`src/rtl/sounder_rx_sched.sv`:
```
// Schedule gate and packetiser for the channel-sounder RX stream: guard/window/repeat gating, SPP packets, timestamps, EOB.
// Optional statistics outputs (stat_snaps, stat_stall) are built when SOUNDER_RX_SCHED_STATS_EN is defined.
module sounder_rx_sched #(
  parameter int WIDTH = 32,
  parameter int NIPC  = 2,
  parameter int CNT_W = 32,
  parameter int ANT_W = 8,
  parameter int SPP_W = 16
) (
  input  logic                  clk,
  input  logic                  rst,
  input  logic                  arm,
  input  logic [NIPC*WIDTH-1:0] i_axis_tdata,
  input  logic                  i_axis_tlast,
  input  logic                  i_axis_tvalid,
  output logic                  i_axis_tready,
  input  logic [63:0]           i_axis_ttimestamp,
  input  logic                  i_axis_thas_time,
  output logic [NIPC*WIDTH-1:0] o_axis_tdata,
  output logic [NIPC-1:0]       o_axis_tkeep,
  output logic                  o_axis_tlast,
  output logic                  o_axis_tvalid,
  input  logic                  o_axis_tready,
  output logic [63:0]           o_axis_ttimestamp,
  output logic                  o_axis_thas_time,
  output logic                  o_axis_teob,
  output logic                  o_axis_teov,
  input  logic [CNT_W-1:0]      p,
  input  logic [CNT_W-1:0]      r,
  input  logic [CNT_W-1:0]      ml,
  input  logic [ANT_W-1:0]      nant,
  input  logic [15:0]           nsnap,
  input  logic [SPP_W-1:0]      spp,
  output logic                  busy
`ifdef SOUNDER_RX_SCHED_STATS_EN
  ,
  output logic [31:0]           stat_snaps,
  output logic [31:0]           stat_stall
`endif
);
  typedef enum logic [1:0] {IDLE, SKIP_P, ACTIVE, SKIP_R} state_t;

  localparam logic [CNT_W-1:0] CNT_ONE = CNT_W'(1);
  localparam logic [ANT_W-1:0] ANT_ONE = ANT_W'(1);
  localparam logic [SPP_W-1:0] SPP_ONE = SPP_W'(1);

  state_t                state_q, state_d, cur;
  logic                  arm_q, arm_d, arm_rise, start, fire;
  logic [CNT_W-1:0]      p_q, p_d, r_q, r_d, ml_q, ml_d, cnt_q, cnt_d;
  logic [CNT_W-1:0]      cp, cr, cml, cnt;
  logic [ANT_W-1:0]      nant_q, nant_d, ant_q, ant_d, cnant, ant;
  logic [15:0]           nsnap_q, nsnap_d, snap_q, snap_d, cnsnap, snap;
  logic [SPP_W-1:0]      spp_q, spp_d, pkt_q, pkt_d, cspp, pkt;
  logic                  in_first_q, in_first_d, in_has_q, in_has_d;
  logic [63:0]           base_q, base_d, off_q, off_d;
  logic [63:0]           beat_base, beat_off, beat_ts;
  logic                  beat_has;
  logic [63:0]           pkt_ts_q, pkt_ts_d;
  logic                  pkt_has_q, pkt_has_d;
  logic [NIPC*WIDTH-1:0] o_data_q, o_data_d;
  logic                  o_valid_q, o_valid_d, o_last_q, o_last_d, o_eob_q, o_eob_d;
  logic [63:0]           o_ts_q, o_ts_d;
  logic                  o_has_q, o_has_d;
  logic                  win_end, pkt_end, snap_done;

  // On the starting cycle the freshly presented config and reset counters apply to the
  // same beat, so that beat already counts as the first guard (or window) beat.
  always_comb begin
    arm_rise = arm & ~arm_q;
    start    = (state_q == IDLE) & arm_rise;
    if (start) begin
      cp     = p;
      cr     = r;
      cml    = (ml == '0) ? CNT_ONE : ml;
      cnant  = (nant == '0) ? ANT_ONE : nant;
      cnsnap = nsnap;
      cspp   = (spp == '0) ? SPP_ONE : spp;
      cur    = (p == '0) ? ACTIVE : SKIP_P;
      cnt    = CNT_ONE;
      ant    = ANT_ONE;
      snap   = 16'd1;
      pkt    = SPP_ONE;
    end else begin
      cp     = p_q;
      cr     = r_q;
      cml    = ml_q;
      cnant  = nant_q;
      cnsnap = nsnap_q;
      cspp   = spp_q;
      cur    = state_q;
      cnt    = cnt_q;
      ant    = ant_q;
      snap   = snap_q;
      pkt    = pkt_q;
    end
    i_axis_tready = (cur == ACTIVE) ? (~o_valid_q | o_axis_tready) : 1'b1;
    fire          = i_axis_tvalid & i_axis_tready;
    beat_base     = in_first_q ? i_axis_ttimestamp : base_q;
    beat_off      = in_first_q ? 64'd0 : off_q;
    beat_has      = in_first_q ? i_axis_thas_time : in_has_q;
    beat_ts       = beat_base + 64'(NIPC) * beat_off;
  end

  always_comb begin
    arm_d      = arm;
    state_d    = cur;
    p_d        = cp;
    r_d        = cr;
    ml_d       = cml;
    nant_d     = cnant;
    nsnap_d    = cnsnap;
    spp_d      = cspp;
    cnt_d      = cnt;
    ant_d      = ant;
    snap_d     = snap;
    pkt_d      = pkt;
    in_first_d = in_first_q;
    in_has_d   = in_has_q;
    base_d     = base_q;
    off_d      = off_q;
    pkt_ts_d   = pkt_ts_q;
    pkt_has_d  = pkt_has_q;
    o_data_d   = o_data_q;
    o_valid_d  = o_valid_q;
    o_last_d   = o_last_q;
    o_eob_d    = o_eob_q;
    o_ts_d     = o_ts_q;
    o_has_d    = o_has_q;
    win_end    = 1'b0;
    pkt_end    = 1'b0;
    snap_done  = 1'b0;

    // Timestamp tracking runs on every accepted beat, forwarded or not.
    if (fire) begin
      in_first_d = i_axis_tlast;
      base_d     = beat_base;
      off_d      = beat_off + 64'd1;
      in_has_d   = beat_has;
    end
    if (o_valid_q & o_axis_tready) o_valid_d = 1'b0;

    if (((cur == SKIP_P) || (cur == SKIP_R)) && !arm) begin
      state_d = IDLE;
    end else if (fire) begin
      case (cur)
        SKIP_P: begin
          if (cnt == cp) begin
            state_d = ACTIVE;
            cnt_d   = CNT_ONE;
          end else cnt_d = cnt + CNT_ONE;
        end
        SKIP_R: begin
          if (cnt == cr) begin
            state_d = ACTIVE;
            cnt_d   = CNT_ONE;
            ant_d   = ANT_ONE;
          end else cnt_d = cnt + CNT_ONE;
        end
        ACTIVE: begin
          win_end   = (cnt == cml);
          pkt_end   = win_end | (pkt == cspp);
          o_valid_d = 1'b1;
          o_data_d  = i_axis_tdata;
          o_last_d  = pkt_end;
          o_eob_d   = win_end & !(ant < cnant);
          o_ts_d    = (pkt == SPP_ONE) ? beat_ts : pkt_ts_q;
          o_has_d   = (pkt == SPP_ONE) ? beat_has : pkt_has_q;
          if (pkt == SPP_ONE) begin
            pkt_ts_d  = beat_ts;
            pkt_has_d = beat_has;
          end
          pkt_d = pkt_end ? SPP_ONE : pkt + SPP_ONE;
          cnt_d = win_end ? CNT_ONE : cnt + CNT_ONE;
          if (win_end) begin
            if (ant < cnant) begin
              ant_d   = ant + ANT_ONE;
              state_d = !arm ? IDLE : ((cp == '0) ? ACTIVE : SKIP_P);
            end else begin
              snap_done = 1'b1;
              ant_d     = ANT_ONE;
              if (!arm || ((cnsnap != 16'd0) && (snap == cnsnap))) begin
                state_d = IDLE;
              end else begin
                snap_d  = snap + 16'd1;
                state_d = (cr == '0) ? ACTIVE : SKIP_R;
              end
            end
          end
        end
        default: ;
      endcase
    end
  end

`ifdef SOUNDER_RX_SCHED_STATS_EN
  logic [31:0] stat_snaps_q, stat_snaps_d, stat_stall_q, stat_stall_d;

  always_comb begin
    stat_snaps_d = stat_snaps_q;
    stat_stall_d = stat_stall_q;
    if (start) begin
      stat_snaps_d = '0;
      stat_stall_d = '0;
    end else begin
      if (snap_done && (stat_snaps_q != '1)) stat_snaps_d = stat_snaps_q + 32'd1;
      if ((state_q == ACTIVE) && o_valid_q && !o_axis_tready && (stat_stall_q != '1))
        stat_stall_d = stat_stall_q + 32'd1;
    end
  end

  always_ff @(posedge clk) begin
    if (rst) begin
      stat_snaps_q <= '0;
      stat_stall_q <= '0;
    end else begin
      stat_snaps_q <= stat_snaps_d;
      stat_stall_q <= stat_stall_d;
    end
  end

  assign stat_snaps = stat_snaps_q;
  assign stat_stall = stat_stall_q;
`endif

  always_ff @(posedge clk) begin
    if (rst) begin
      state_q    <= IDLE;
      arm_q      <= 1'b0;
      p_q        <= '0;
      r_q        <= '0;
      ml_q       <= CNT_ONE;
      nant_q     <= ANT_ONE;
      nsnap_q    <= '0;
      spp_q      <= SPP_ONE;
      cnt_q      <= CNT_ONE;
      ant_q      <= ANT_ONE;
      snap_q     <= 16'd1;
      pkt_q      <= SPP_ONE;
      in_first_q <= 1'b1;
      in_has_q   <= 1'b0;
      base_q     <= '0;
      off_q      <= '0;
      pkt_ts_q   <= '0;
      pkt_has_q  <= 1'b0;
      o_data_q   <= '0;
      o_valid_q  <= 1'b0;
      o_last_q   <= 1'b0;
      o_eob_q    <= 1'b0;
      o_ts_q     <= '0;
      o_has_q    <= 1'b0;
    end else begin
      state_q    <= state_d;
      arm_q      <= arm_d;
      p_q        <= p_d;
      r_q        <= r_d;
      ml_q       <= ml_d;
      nant_q     <= nant_d;
      nsnap_q    <= nsnap_d;
      spp_q      <= spp_d;
      cnt_q      <= cnt_d;
      ant_q      <= ant_d;
      snap_q     <= snap_d;
      pkt_q      <= pkt_d;
      in_first_q <= in_first_d;
      in_has_q   <= in_has_d;
      base_q     <= base_d;
      off_q      <= off_d;
      pkt_ts_q   <= pkt_ts_d;
      pkt_has_q  <= pkt_has_d;
      o_data_q   <= o_data_d;
      o_valid_q  <= o_valid_d;
      o_last_q   <= o_last_d;
      o_eob_q    <= o_eob_d;
      o_ts_q     <= o_ts_d;
      o_has_q    <= o_has_d;
    end
  end

  assign o_axis_tdata      = o_data_q;
  assign o_axis_tkeep      = {NIPC{o_valid_q}};
  assign o_axis_tlast      = o_last_q;
  assign o_axis_tvalid     = o_valid_q;
  assign o_axis_ttimestamp = o_ts_q;
  assign o_axis_thas_time  = o_has_q;
  assign o_axis_teob       = o_eob_q;
  assign o_axis_teov       = 1'b0;
  assign busy              = (state_q != IDLE);
endmodule

```
`config.mk`:
```
export PLATFORM = sky130hd
export DESIGN_NAME = sounder_rx_sched
export DESIGN_NICKNAME = d
export VERILOG_FILES = /design/src/rtl/sounder_rx_sched.sv
export SDC_FILE = /design/constraint.sdc
export NUM_CORES = 1
export LEC_CHECK = 0
export BUFFER_PORTS_ARGS = -buffer_cell sky130_fd_sc_hd__buf_4
export CORE_ASPECT_RATIO = 0.7
export CORE_MARGIN = 4
export CORE_UTILIZATION = 52
export DETAILED_ROUTE_END_ITERATION = 12
export GPL_ROUTABILITY_DRIVEN = 0
export GPL_TIMING_DRIVEN = 0
export PLACE_DENSITY = 0.7
export SLEW_MARGIN = 25
export SYNTH_ARGS = -nofsm -noshare
export SYNTH_HDL_FRONTEND = slang
export SYNTH_SLANG_ARGS = --single-unit
```
`constraint.sdc`:
```
create_clock -name clk -period 6.38 [get_ports clk]
set_clock_uncertainty 0.05 [all_clocks]
set_input_delay 0.957 -clock clk [delete_from_list [all_inputs] [get_ports clk]]
set_output_delay 0.957 -clock clk [all_outputs]
set_load 0.02 [all_outputs]
```
==> flow_metrics.tcl <==
set metrics [dict create \
    synthCells 3342 \
    routed.top_layer "met5" \
    status "completed" \
    via_per_inst 6.01 \
    fill_cells 4294 \
    die_h_um 194 \
    yosysTopAreaCell "dfxtp_1" \
    grt.total_usage_pct 34.5 \
    wirelength_um 96000 \
    ys_types 97 \
    setup_viol 0 \
    clk_pin_slew_ns 0.07 \
    rsz0062_at_grt "no" \
    finalNetCount 4145 \
    clockBufferDepth 3 \
    synth_edf_count 0 \
    multiInputGateArea_sq_um 15000 \
    maxSlewHeadroom_pct 28.9 \
    start_util_pct 53.0 \
    arrival_ns 6.58 \
    ant_nets 0 \
    cp_max_fo 19 \
    ys_ff_latch 472 \
    wl_met3_um 12800 \
    grt_max_degree 20 \
    async_reset_ff_share_pct 0 \
    core_area_sq_um 48300 \
    cts_tree "done" \
    fin_tns_setup_ns 0 \
    wl_met2_um 37800 \
    sequential_cell_area_sq_um 9450 \
    synth_area_sq_um 25600 \
    overflow 0 \
    min_period_ns 6.21 \
    irDropWorstVdd_mv 0.214 \
    numPortBuffers 406 \
    place_inst 4403 \
    cts-htree-levels 2 \
    antenna_found_initial 1 \
    clk_latency_ns 0.57 \
    worst_pin_slew_ns 1.07 \
    timing.max_cap.violations 0 \
    drt-met1-wl_um 42900 \
    die_w_um 273 \
    mostFrequentLayoutCell "nand2_1" \
    clock_tree.root_cell "clkbuf_16" \
    die_area_sq_um 52900 \
    period_share_pct 97.3 \
    drt-pass1-iter-count 9 \
    synthFlopType "dfxtp_1" \
    min_path_type "flop to flop" \
    drcViolationCount 0 \
    max_freq_ghz 0.161 \
    synth_fp_nets 3689 \
    critical_path_class "flop to flop" \
    synth_top_area_share_pct 36.9 \
    drive_gt1_share_pct 17.4 \
    postCtsHoldBufs 0 \
    mostFrequentLayoutCells "nand2_1, dfxtp_1, buf_4, a21oi_1, nor2_1" \
    fin_cells 4489 \
    cts_made_buffers 47 \
    syn_avg_cell_area_sq_um 7.66 \
    via_count 27000 \
    wire_per_inst_um 21.4 \
    crit_path_end_kind "flop" \
    hold_viol 0 \
    area_delta_synth_final_pct 21.9 \
    powerDensity_nw_per_um2 234 \
    drt_iter0_drc 3486 \
    critical_path.startpoint_type "flop" \
    power.leakage_nw 12.5 \
    grt_pass1_wl_um 146000 \
    cts_sinks 472 \
    slew_violations 0 \
    grt_pass1_vias 25100 \
    rows 67 \
    required_ns 6.75 \
    yosysWarnings 0 \
    yosys-top-cells-area "dfxtp_1, nand2_1, a21oi_1, xnor2_1, ha_1" \
    dp_hpwl_um 75400 \
    yosysSeqAreaShare_pct 36.9 \
    n_antenna_cell 0 \
    io_pins 408 \
]
## cells in the mapped netlist (11+ instances only)
library cell,number
or3_1,11
nor3_1,43
nand2b_1,13
nor2b_1,78
clkbuf_1,137
nor2_2,13
nor2_1,231
nand2_1,762
mux2_2,62
and2_1,17
xnor2_1,127
a211oi_1,14
o21bai_1,17
a31oi_1,13
a22oi_1,16
buf_1,16
o22ai_1,23
nor4_1,68
a21o_1,36
a21oi_1,404
inv_1,77
xor2_1,90
buf_2,39
and3_1,46
a221oi_1,20
mux2i_1,20
nand3_1,81
dfxtp_1,472
o21ai_0,85
nand4_1,63
ha_1,75
## metrics by stage
step / utilization, % / cell area [sq um] / hold slack, ns / worst slack, ns / power (mW)
after detailed placement: 61.0 / 29500 / 0.394 / -0.805 / 4.28
after global routing: 64.6 / 31200 / 0.417 / 0.0573 / 7.53
after global placement: 61.0 / 29500 / 0.389 / -0.760 / 4.25
final: 64.6 / 31200 / 0.401 / 0.171 / 7.29
after CTS: 64.5 / 31200 / 0.402 / 0.0992 / 7.28
after floorplan: - / 25600 / 0.384 / 1.40 / 3.82
## final timing paths
| kind | from | endpoint | slack (ns) | cells past startpoint |
|---|---|---|---|---|
| worst min register to register | base_q[45]$_SDFFE_PP0P_ | base_q[45]$_SDFFE_PP0P_ | 0.40 | 2 |
| worst max register to register | in_first_q$_SDFFE_PP1P_ | o_axis_ttimestamp[56]$_SDFFE_PP0P_ | 0.17 | 17 |
| worst min-delay path | base_q[45]$_SDFFE_PP0P_ | base_q[45]$_SDFFE_PP0P_ | 0.40 | 2 |
| worst max-delay path | in_first_q$_SDFFE_PP1P_ | o_axis_ttimestamp[56]$_SDFFE_PP0P_ | 0.17 | 17 |
## repair_timing
item,in CTS,in global routing
resized for setup,4,6
hold endpoints to repair,0,0
pin swaps,0,1
setup endpoints to repair,31,26
setup buffers,0,2
## where the power goes
part           internal (mW)  total, mW  leakage [nW]  switching [mW]
Clock                   1.82       3.04         0.833            1.22
Combinational          0.424       1.09          7.80           0.670
Sequential              3.06       3.16          3.84           0.101
Total                   5.31       7.29          12.5            1.99
## critical path, stage by stage, from the launching register on
cell and delay [ns]:
dfxtp_1 0.62, clkbuf_2 0.38, clkbuf_4 0.44, clkbuf_1 0.49, clkbuf_2 0.35, nor2b_1 0.08, ha_1 0.39, a21oi_1 0.26
o21ai_0 0.22, a21oi_1 0.25, o21ai_0 0.25, a2111oi_0 0.73, o21ai_1 0.34, a221oi_1 0.52, o21ai_1 0.20, o21bai_1 0.19
xor2_1 0.20, o21ai_0 0.10
## layer usage
layer	track usage [%]	up-vias
met5	0	-
met4	7.55	2
met3	9.78	207
met2	48.3	1581
met1	52.3	12800
li1	-	12400
## kinds of logic after synthesis
family          after synthesis  share of synthesized area [%]
simple gates               1483                           26.7
compound gates              730                           17.1
flops                       472                           36.9
buf+inv                     281                           4.53
xor+xnor                    217                           7.43
mux                          82                           3.51
fa+ha+maj                    76                           3.75
other cells                   1                         0.0147
## flip-flops by register name, indices dropped and copies added, names as in the netlist, 2 cells and up
register	count
off_q	63
nant_q	8
pkt_q	16
cnt_q	32
state_q	2
p_q	32
ml_q	32
o_axis_ttimestamp	64
base_q	64
nsnap_q	16
spp_q	16
r_q	32
snap_q	16
ant_q	8
o_axis_tdata	64
## final cells by class
| type | count | share of cell area (%) |
|---|---|---|
| Multi-Input combinational cell | 2589 | 48.1 |
| Sequential cell | 472 | 30.3 |
| Timing Repair Buffer | 408 | 9.82 |
| Clock buffer | 68 | 4.55 |
| Buffer | 203 | 2.82 |
| Tap cell | 655 | 2.63 |
| Inverter | 77 | 0.927 |
| Clock inverter | 17 | 0.854 |
Note: power is estimated with default switching activity, not from simulation.
